===== src/rtl/mult_share_pkg.sv =====
// Shared constants and types for the shared-multiplier scheduler.
package mult_share_pkg;

    localparam int NREQ_DEF = 4;
    localparam int W_DEF    = 32;
    localparam int LAT_DEF  = 2;
    localparam int PW       = 2 * W_DEF;
    localparam int IDW_MAX  = 3;

    // One product-pipeline stage in the default configuration.
    typedef struct packed {
        logic               valid;
        logic [IDW_MAX-1:0] id;
        logic [PW-1:0]      product;
    } stage_t;

endpackage


===== src/rtl/mult_pipe.sv =====
// Pipelined signed/unsigned multiplier: stage 1 holds extended operands,
// stages 2..LAT hold the product.
// The tag (id) and the valid bit travel alongside the operation.
// The whole pipeline shifts only while i_en is high.
module mult_pipe
    import mult_share_pkg::*;
#(
    parameter int W   = W_DEF,
    parameter int LAT = LAT_DEF,
    parameter int IDW = 2
) (
    input  logic           i_clk,
    input  logic           i_rstn,
    input  logic           i_en,
    input  logic           i_valid,
    input  logic [IDW-1:0] i_id,
    input  logic [W-1:0]   i_a,
    input  logic [W-1:0]   i_b,
    input  logic           i_a_ns,
    input  logic           i_b_ns,
    output logic           o_valid,
    output logic [IDW-1:0] o_id,
    output logic [2*W-1:0] o_product,
    output logic           o_busy
);

    localparam int NP = LAT - 1;

    logic           r_s1_valid;
    logic [IDW-1:0] r_s1_id;
    logic [W:0]     r_s1_a;
    logic [W:0]     r_s1_b;

    logic [W:0]     w_a_ext;
    logic [W:0]     w_b_ext;
    logic [2*W-1:0] w_a_wide;
    logic [2*W-1:0] w_b_wide;
    logic [2*W-1:0] w_prod;

    logic [NP-1:0]  r_pv;
    logic [IDW-1:0] r_pid [NP];
    logic [2*W-1:0] r_pp  [NP];

    // The ns flag selects zero extension, otherwise sign extension, to W+1 bits.
    assign w_a_ext = i_a_ns ? {1'b0, i_a} : {i_a[W-1], i_a};
    assign w_b_ext = i_b_ns ? {1'b0, i_b} : {i_b[W-1], i_b};

    // Sign-extend to 2W.
    // The low 2W bits of the modular product then equal the exact
    // (W+1)x(W+1) signed product, truncated to 2W bits.
    assign w_a_wide = {{(W-1){r_s1_a[W]}}, r_s1_a};
    assign w_b_wide = {{(W-1){r_s1_b[W]}}, r_s1_b};
    assign w_prod   = w_a_wide * w_b_wide;

    // Stage 1: capture the extended operands of the op (or bubble) entering now.
    always_ff @(posedge i_clk or negedge i_rstn) begin
        if (!i_rstn) begin
            r_s1_valid <= 1'b0;
            r_s1_id    <= '0;
            r_s1_a     <= '0;
            r_s1_b     <= '0;
        end else if (i_en) begin
            r_s1_valid <= i_valid;
            r_s1_id    <= i_id;
            r_s1_a     <= w_a_ext;
            r_s1_b     <= w_b_ext;
        end
    end

    // Stages 2..LAT: register the product and carry the tag and valid bit forward.
    always_ff @(posedge i_clk or negedge i_rstn) begin
        if (!i_rstn) begin
            r_pv <= '0;
            for (int k = 0; k < NP; k++) begin
                r_pid[k] <= '0;
                r_pp[k]  <= '0;
            end
        end else if (i_en) begin
            r_pv[0]  <= r_s1_valid;
            r_pid[0] <= r_s1_id;
            r_pp[0]  <= w_prod;
            for (int k = 1; k < NP; k++) begin
                r_pv[k]  <= r_pv[k-1];
                r_pid[k] <= r_pid[k-1];
                r_pp[k]  <= r_pp[k-1];
            end
        end
    end

    assign o_valid   = r_pv[NP-1];
    assign o_id      = r_pid[NP-1];
    assign o_product = r_pp[NP-1];
    assign o_busy    = r_s1_valid | (|r_pv);

endmodule


===== src/rtl/mult_share_ctrl.sv =====
// Round-robin scheduler sharing one pipelined multiplier between NREQ requesters.
// Handshake: a transfer happens on a clock edge where valid and ready are both
// high. o_req_ready is combinational from i_req_valid, so requesters must
// not make valid depend on ready. A response is consumed on an edge with
// o_rsp_valid and i_rsp_ready both high. While a response waits (stall),
// the pipeline holds and o_req_ready stays 0.
module mult_share_ctrl
    import mult_share_pkg::*;
#(
    parameter int NREQ = NREQ_DEF,
    parameter int W    = W_DEF,
    parameter int LAT  = LAT_DEF,
    parameter int IDW  = $clog2(NREQ)
) (
    input  logic              i_clk,
    input  logic              i_rstn,
    input  logic [NREQ-1:0]   i_req_valid,
    output logic [NREQ-1:0]   o_req_ready,
    input  logic [NREQ*W-1:0] i_req_multa,
    input  logic [NREQ*W-1:0] i_req_multb,
    input  logic [NREQ-1:0]   i_req_multa_ns,
    input  logic [NREQ-1:0]   i_req_multb_ns,
    output logic              o_rsp_valid,
    input  logic              i_rsp_ready,
    output logic [IDW-1:0]    o_rsp_id,
    output logic [2*W-1:0]    o_rsp_product,
    output logic              o_busy
);

    logic [IDW-1:0]  r_rr_ptr;
    logic            w_adv;
    logic            w_gany;
    logic [IDW-1:0]  w_gidx;
    logic [NREQ-1:0] w_grant;
    logic            w_accept;
    logic [W-1:0]    w_a;
    logic [W-1:0]    w_b;
    logic            w_a_ns;
    logic            w_b_ns;

    // Index that lies off positions after base, modulo NREQ.
    function automatic logic [IDW-1:0] wrap_idx(input logic [IDW-1:0] base, input int off);
        int s;
        s = (int'(base) + off) % NREQ;
        return IDW'(s);
    endfunction

    assign w_adv = ~o_rsp_valid | i_rsp_ready;

    // Round-robin search from r_rr_ptr.
    // The loop runs backwards, so the nearest valid requester is assigned last and wins.
    always_comb begin
        w_gany = 1'b0;
        w_gidx = '0;
        for (int k = NREQ - 1; k >= 0; k--) begin
            if (i_req_valid[wrap_idx(r_rr_ptr, k)]) begin
                w_gany = 1'b1;
                w_gidx = wrap_idx(r_rr_ptr, k);
            end
        end
    end

    // Decode the winner to a one-hot vector.
    always_comb begin
        w_grant = '0;
        if (w_gany) w_grant[w_gidx] = 1'b1;
    end

    // Ready goes to the winner only while the pipeline can advance and reset is released.
    assign o_req_ready = (w_adv && i_rstn) ? w_grant : '0;
    assign w_accept    = w_adv & w_gany;

    assign w_a    = i_req_multa[w_gidx*W +: W];
    assign w_b    = i_req_multb[w_gidx*W +: W];
    assign w_a_ns = i_req_multa_ns[w_gidx];
    assign w_b_ns = i_req_multb_ns[w_gidx];

    // Move the round-robin pointer past the requester that was just accepted.
    always_ff @(posedge i_clk or negedge i_rstn) begin
        if (!i_rstn) begin
            r_rr_ptr <= '0;
        end else if (w_accept) begin
            r_rr_ptr <= (w_gidx == IDW'(NREQ - 1)) ? '0 : w_gidx + 1'b1;
        end
    end

    mult_pipe #(
        .W   (W),
        .LAT (LAT),
        .IDW (IDW)
    ) u_pipe (
        .i_clk     (i_clk),
        .i_rstn    (i_rstn),
        .i_en      (w_adv),
        .i_valid   (w_accept),
        .i_id      (w_gidx),
        .i_a       (w_a),
        .i_b       (w_b),
        .i_a_ns    (w_a_ns),
        .i_b_ns    (w_b_ns),
        .o_valid   (o_rsp_valid),
        .o_id      (o_rsp_id),
        .o_product (o_rsp_product),
        .o_busy    (o_busy)
    );

endmodule


===== config.mk =====
export PLATFORM = sky130hd
export DESIGN_NAME = mult_share_ctrl
export DESIGN_NICKNAME = d
export VERILOG_FILES = /design/src/rtl/mult_share_pkg.sv /design/src/rtl/mult_pipe.sv /design/src/rtl/mult_share_ctrl.sv
export SDC_FILE = /design/constraint.sdc
export NUM_CORES = 2
export LEC_CHECK = 0
export BUFFER_PORTS_ARGS = -buffer_cell sky130_fd_sc_hd__buf_2
export CORE_UTILIZATION = 40
export CTS_BUF_LIST = sky130_fd_sc_hd__clkbuf_4 sky130_fd_sc_hd__clkbuf_8 sky130_fd_sc_hd__clkbuf_16
export CTS_CLUSTER_SIZE = 12
export DETAILED_ROUTE_END_ITERATION = 16
export GPL_TIMING_DRIVEN = 0
export PLACE_DENSITY = 0.58
export SYNTH_ARGS = -nofsm -noshare
export SYNTH_HDL_FRONTEND = slang
export SYNTH_SLANG_ARGS = --single-unit

===== constraint.sdc =====
create_clock -name i_clk -period 7.3 [get_ports i_clk]
set_input_delay 0.365 -clock i_clk [delete_from_list [all_inputs] [get_ports i_clk]]
set_output_delay 0.365 -clock i_clk [all_outputs]
set_load 0.01 [all_outputs]

Word level (Yosys, flattened, before mapping)
Cells that the tools add are included.
{"block": "op_classes", "bitwise": 4, "n_mux": 27, "n_shift": 2, "n_reduce_logical": 2, "mul": 1, "addsub": 4, "n_lt_le_gt_ge": 6, "n_eq_ne": 1}
{"op": "indexed part select 128 x 8 -> 32 bit", "count": 2}
{"op": "two-way mux 33 bit", "count": 2}
{"op": "multiplier 33 x 33 -> 64 bit", "count": 1}
{"op": "< comparator 2 x 3 -> 1 bit, second input constant", "count": 5}
{"op": "binary-select mux 1 bit (select 2 bit)", "count": 6}
{"op": "two-way mux 1 bit", "count": 11}
{"op": "two-way mux 2 bit", "count": 5}
{"op": "two-way mux 4 bit", "count": 2}
{"op": "adder 2 x 1 -> 2 bit, second input constant", "count": 2}
{"op": "adder 2 bit, second input constant", "count": 2}
{"op": "demux 1 bit (select 2 bit)", "count": 1}
{"op": "equality test 2 bit, second input constant", "count": 1}
{"op": "greater-or-equal comparator 2 x 1 -> 1 bit, second input constant", "count": 1}
{"op": "logical AND 1 bit", "count": 2}
{"op": "OR 1 bit", "count": 2}
{"op": "AND 1 bit", "count": 1}
{"op": "NOT 1 bit", "count": 1}
{"block": "word_totals", "regBits": 138, "output_inout_bits": 72, "wordCells": 55}

Longest topological paths before layout
{"block": "depth", "ltp_word": 13, "mapped_depth": 29, "mapped_depth_nobuf": 27}

By module
A second synthesis with hierarchy kept.
{"block": "hier_totals", "hier_cells": 4675, "area_unflattened_um2": 45537.4}
{"module": "mult_pipe", "n_inst": 1, "seq_area_each_um2": 3403.3, "area_per_inst_um2": 43150.1, "cells_each": 4421}
{"module": "mult_share_ctrl", "n_inst": 1, "seq_area_each_um2": 50.0, "area_per_inst_um2": 2387.3, "cells_each": 254}

Worst setup path after synthesis
No wires, ideal clock.
{"block": "synth_timing", "kind": "reg2reg", "start": "register u_pipe.r_s1_a[32]", "end": "register u_pipe.r_pp (netlist bit u_pipe.o_product[62])", "n_path_buf": 1, "synth_period_minus_slack_ps": 7544, "slack_ps": -244, "path_stages_with_launch": 27, "t_required_ps": 7174, "arrival_time_ps": 7418, "path_cell_list": "dfrtp_1 -> clkbuf_1 -> nand2_1 -> inv_1 -> fa_1 -> fa_1 -> inv_1 -> fa_1 -> inv_1 -> fa_1 -> inv_1 -> fa_1 -> fa_1 -> fa_1 -> fa_1 -> inv_1 -> ha_1 -> a21oi_1 -> o21bai_1 -> a21oi_1 -> nor2b_1 -> o21ai_0 -> nand2b_1 -> a221oi_1 -> o21a_1 -> o21ai_0 -> o32a_1"}
{"block": "synth_via", "elab_chain_len": 1}
{"item": "start: declaration", "line": "mult_pipe.sv:31", "rtl": "logic [W:0] r_s1_a;"}
{"item": "start signal: assignment", "line": "mult_pipe.sv:65", "rtl": "r_s1_a <= w_a_ext;"}
{"item": "multiplier 33 x 33 -> 64 bit", "line": "mult_pipe.sv:53", "rtl": "assign w_prod = w_a_wide * w_b_wide;"}
{"item": "end signal: indexed assignment", "line": "mult_pipe.sv:85", "rtl": "r_pp[k] <= r_pp[k-1];"}
{"item": "end: declaration", "line": "mult_pipe.sv:42", "rtl": "logic [2*W-1:0] r_pp [NP];"}
Every way passes these cells.
A chain may end at the register's enable or synchronous reset.

Final worst setup path
{"block": "layout_timing", "start": "register u_pipe.r_s1_b[31]", "end": "register u_pipe.r_pp (netlist bit u_pipe.o_product[62])"}
{"block": "layout_via", "elab_chain_len": 1}
{"item": "start: declaration", "line": "mult_pipe.sv:32", "rtl": "logic [W:0] r_s1_b;"}
{"item": "start signal: assignment", "line": "mult_pipe.sv:66", "rtl": "r_s1_b <= w_b_ext;"}
{"item": "multiplier 33 x 33 -> 64 bit", "line": "mult_pipe.sv:53"}
Every way passes these cells.

==> flow_summary.yaml <==
synth:
  netlist_area_um2: 45300
  syn_nets: 6721
  ys_seq_area_share_pct: 7.62
  syn_avg_cell_area_um2: 8.87
  ys.flop_type: "dfrtp_1"
  ys_ff_latch: 138
  synth_cell_types: 70
  synthArstFlopShare_pct: 100
  ys_warn_count: 0
  synth_edf_count: 0
  synth_cells: 5109
sta:
  period_minus_slack_ns: 8.06
  final-setup-viol-count: 29
  rsz0062_at_grt: "yes"
  slew_viol_final: 0
  worst_pin_slew_ns: 1.42
  finalHoldViolCount: 0
  fmax_ghz: 0.124
  skew_ns: 0.0170
  finalSetupTns_ns: -15.17
  fin_ws_ns: -0.761
  holdWs_ns: 0.271
  slew_headroom_pct: 5.22
  period_share_pct: 110
clocking:
  cts_buffer_depth: 2
  clk_pin_slew_worst_paths_ns: 0.07
  cts_sinks: 138
  clock_latency_ns: 0.47
  cts_made_buffers: 17
  root_buffer: "clkbuf_16"
  cts_max_level: 4
  cts_tree: "yes"
placed_design:
  dp.final_hpwl_mm: 171
  port_buffers: 342
  gp_congestion: 1.08
detailed_routing:
  drc: 0
  via_per_inst: 5.39
  routed_wl_mm: 210
  vias: 38600
  drt_iter0_drc: 3684
  drtPass1Iterations: 5
  drt.antenna.violating_nets: 0
  wl_per_cell_um: 29.3
run_status:
  outcome: "complete, but fails checks"
  violations: "setup timing"
floorplan:
  pin_count: 343
  die_w_um: 339
  core_area_um2: 112000
  die_area_um2: 115000
  rows: 123
  start_util_pct: 40.3
  die_h_um: 339
grt:
  gr-total-overflow: 0
  track_usage_pct: 37.0
  grt_pass1_vias: 40600
  antenna_found_initial: 28
  grt_max_degree: 96
  grt_pass1_wl_mm: 298
critical_path:
  crit_buf_inv: 4
  required_ns: 7.65
  cp-end-kind: "flip-flop"
  cp_top_family: "adder cells"
  critical_path_class: "flip-flop to flip-flop"
  worstPathCellList: "clkbuf_2, and2_1, fa_1, fa_1, fa_1, fa_1, fa_1, fa_1, fa_1, fa_1, ha_4, nand2_1, o21ai_4, o21bai_1, a21boi_4, buf_4, a21oi_4, buf_12, buf_12, o311ai_4, a41oi_2, o32a_1"
  critPathArrivalTime_ns: 8.41
  slowest_stage: "fa_1"
  startpoint_type: "flip-flop"
  max_stage_delay_ns: 0.59
  crit_path_max_fanout: 10
  rrSetupSlack_ns: -0.76
  cpMostUsedCell: "fa_1"
finish:
  area_growth_pct: 19.6
  multiInputGateArea_um2: 38100
  regArea_um2: 3550
  final_nets: 7248
  nFillCells: 11000
  layout-drive-gt1-share_pct: 18.8
flow_run:
  drv_cap: 0
hold_path:
  min_path_type: "input port to flip-flop"
cell families (layout without fill, tap and decap cells):
family	after synthesis	in the layout	share of synthesized area, %
and+or+nand+nor	1792	1792	18.7
buffers and inverters	1382	1922	11.5
adders and majority gates	1341	1341	55.7
AOI/OAI and AO/OA	383	383	5.04
DFF	138	138	7.62
xor gates and xnor gates	72	72	1.39
muxes	1	1	0.0221
other	0	17	0
per-layer routing:
layer | GRT usage, % | vias to the layer above | part of all wire [%]
li1 | - | 15900 | -
met3 | 10.0 | 562 | 11
met1 | 48.9 | 20000 | 39
met4 | 20.4 | 16 | 7.0
met5 | 0 | - | 0.051
met2 | 55.2 | 2111 | 43
Yosys cell counts (3+ instances only):
cell type | n | area share, %
o21bai_1 | 12 | 0.20
nand2_1 | 806 | 6.7
o21ai_0 | 182 | 2.0
nand3_1 | 81 | 0.89
a211oi_1 | 9 | 0.15
buf_1 | 9 | 0.075
o21a_1 | 6 | 0.099
nor2_1 | 257 | 2.1
nand2b_1 | 14 | 0.19
o31ai_1 | 6 | 0.099
xnor2_1 | 47 | 0.91
nand4_1 | 13 | 0.18
o31a_1 | 4 | 0.077
a31oi_1 | 10 | 0.14
a21o_1 | 25 | 0.41
or2_2 | 4 | 0.055
a221oi_1 | 5 | 0.097
ha_1 | 216 | 6.0
o221ai_1 | 3 | 0.058
a21oi_1 | 85 | 0.94
xor2_1 | 25 | 0.48
and2_1 | 544 | 7.5
nor3_1 | 10 | 0.11
buf_6 | 3 | 0.075
a21o_2 | 3 | 0.058
clkbuf_1 | 274 | 2.3
o211ai_1 | 6 | 0.099
nor2b_1 | 31 | 0.43
dfrtp_1 | 138 | 7.6
or3_1 | 3 | 0.041
nor4_1 | 3 | 0.041
and3_1 | 12 | 0.17
fa_1 | 1125 | 50
inv_1 | 1093 | 9.1
flip-flops by register name (all words and copies together) (netlist names):
signal,cells
u_pipe.r_s1_id,2
u_pipe.o_product,64
u_pipe.r_s1_a,33
u_pipe.r_s1_valid,1
u_pipe.o_valid,1
r_rr_ptr,2
u_pipe.o_id,2
u_pipe.r_s1_b,33
placed cells by master (no fill, tap or decap), types with 33 or more instances in the layout:
master,n
fa_1,1097
inv_1,1055
nand2_1,795
and2_1,529
buf_2,343
nor2_1,249
ha_1,181
o21ai_0,158
buf_4,156
nand3_1,80
clkbuf_8,77
dfrtp_1,76
clkbuf_1,71
a21oi_1,61
dfrtp_2,55
clkbuf_4,52
inv_2,36
xnor2_1,33
worst reg2reg max path: stages (launching register included):
cell	delay [ns]
dfrtp_1	0.57
clkbuf_2	0.38
and2_1	0.39
fa_1	0.50
fa_1	0.48
fa_1	0.59
fa_1	0.47
fa_1	0.52
fa_1	0.43
fa_1	0.53
fa_1	0.47
ha_4	0.37
nand2_1	0.15
o21ai_4	0.22
o21bai_1	0.14
a21boi_4	0.33
buf_4	0.18
a21oi_4	0.05
buf_12	0.13
buf_12	0.14
o311ai_4	0.37
a41oi_2	0.17
o32a_1	0.36
timing repair:
item                       in CTS  in global routing
hold endpoints to repair       47                  0
pin swaps                     130                 72
hold buffers                    1                  0
buffers inserted              140                 38
resized for setup             774                147
setup endpoints to repair      46                 37
cloned                          1                  0
metrics by stage:
step           util, %  area (um^2)  cells  worst slack (ns)
2_1_floorplan        -        45400   5109           -0.0448
3_3_place_gp      43.6        49000   6951             -3.07
3_5_place_dp      43.6        49000   6952             -3.07
4_1_cts           47.6        53500   7114            -0.799
5_1_grt           48.2        54200   7155            -0.916
6_report          48.2        54200   7166            -0.761
worst paths after layout:
kind                                                      start                                to  cells after the start
min in group asynchronous                                i_rstn  u_pipe.o_product[21]$_DFFE_PN0N_                      2
worst max-delay path              u_pipe.r_s1_b[31]$_DFFE_PN0N_  u_pipe.o_product[62]$_DFFE_PN0N_                     22
worst min-delay path                             i_req_valid[1]     u_pipe.r_s1_valid$_DFFE_PN0N_                      3
worst max register to register    u_pipe.r_s1_b[31]$_DFFE_PN0N_  u_pipe.o_product[62]$_DFFE_PN0N_                     22
max in group asynchronous                                i_rstn     u_pipe.r_s1_b[25]$_DFFE_PN0N_                      3
worst min register to register  u_pipe.o_product[6]$_DFFE_PN0N_   u_pipe.o_product[6]$_DFFE_PN0N_                      2
final cells by class:
cell class              count  share of cell area [%]
inverters                1094                    7.59
multi-input cells        3589                    70.3
flip-flops and latches    138                    6.55
plain buffers             275                    4.63
clock inverters            11                   0.309
well taps                1500                    3.46
repair buffers            521                    6.24
diodes                     17                  0.0785
clock buffers              21                   0.875
Power is left out: the tool's default activity adds up to more than one toggle a clock period on the data nets, which glitch-free logic cannot reach.
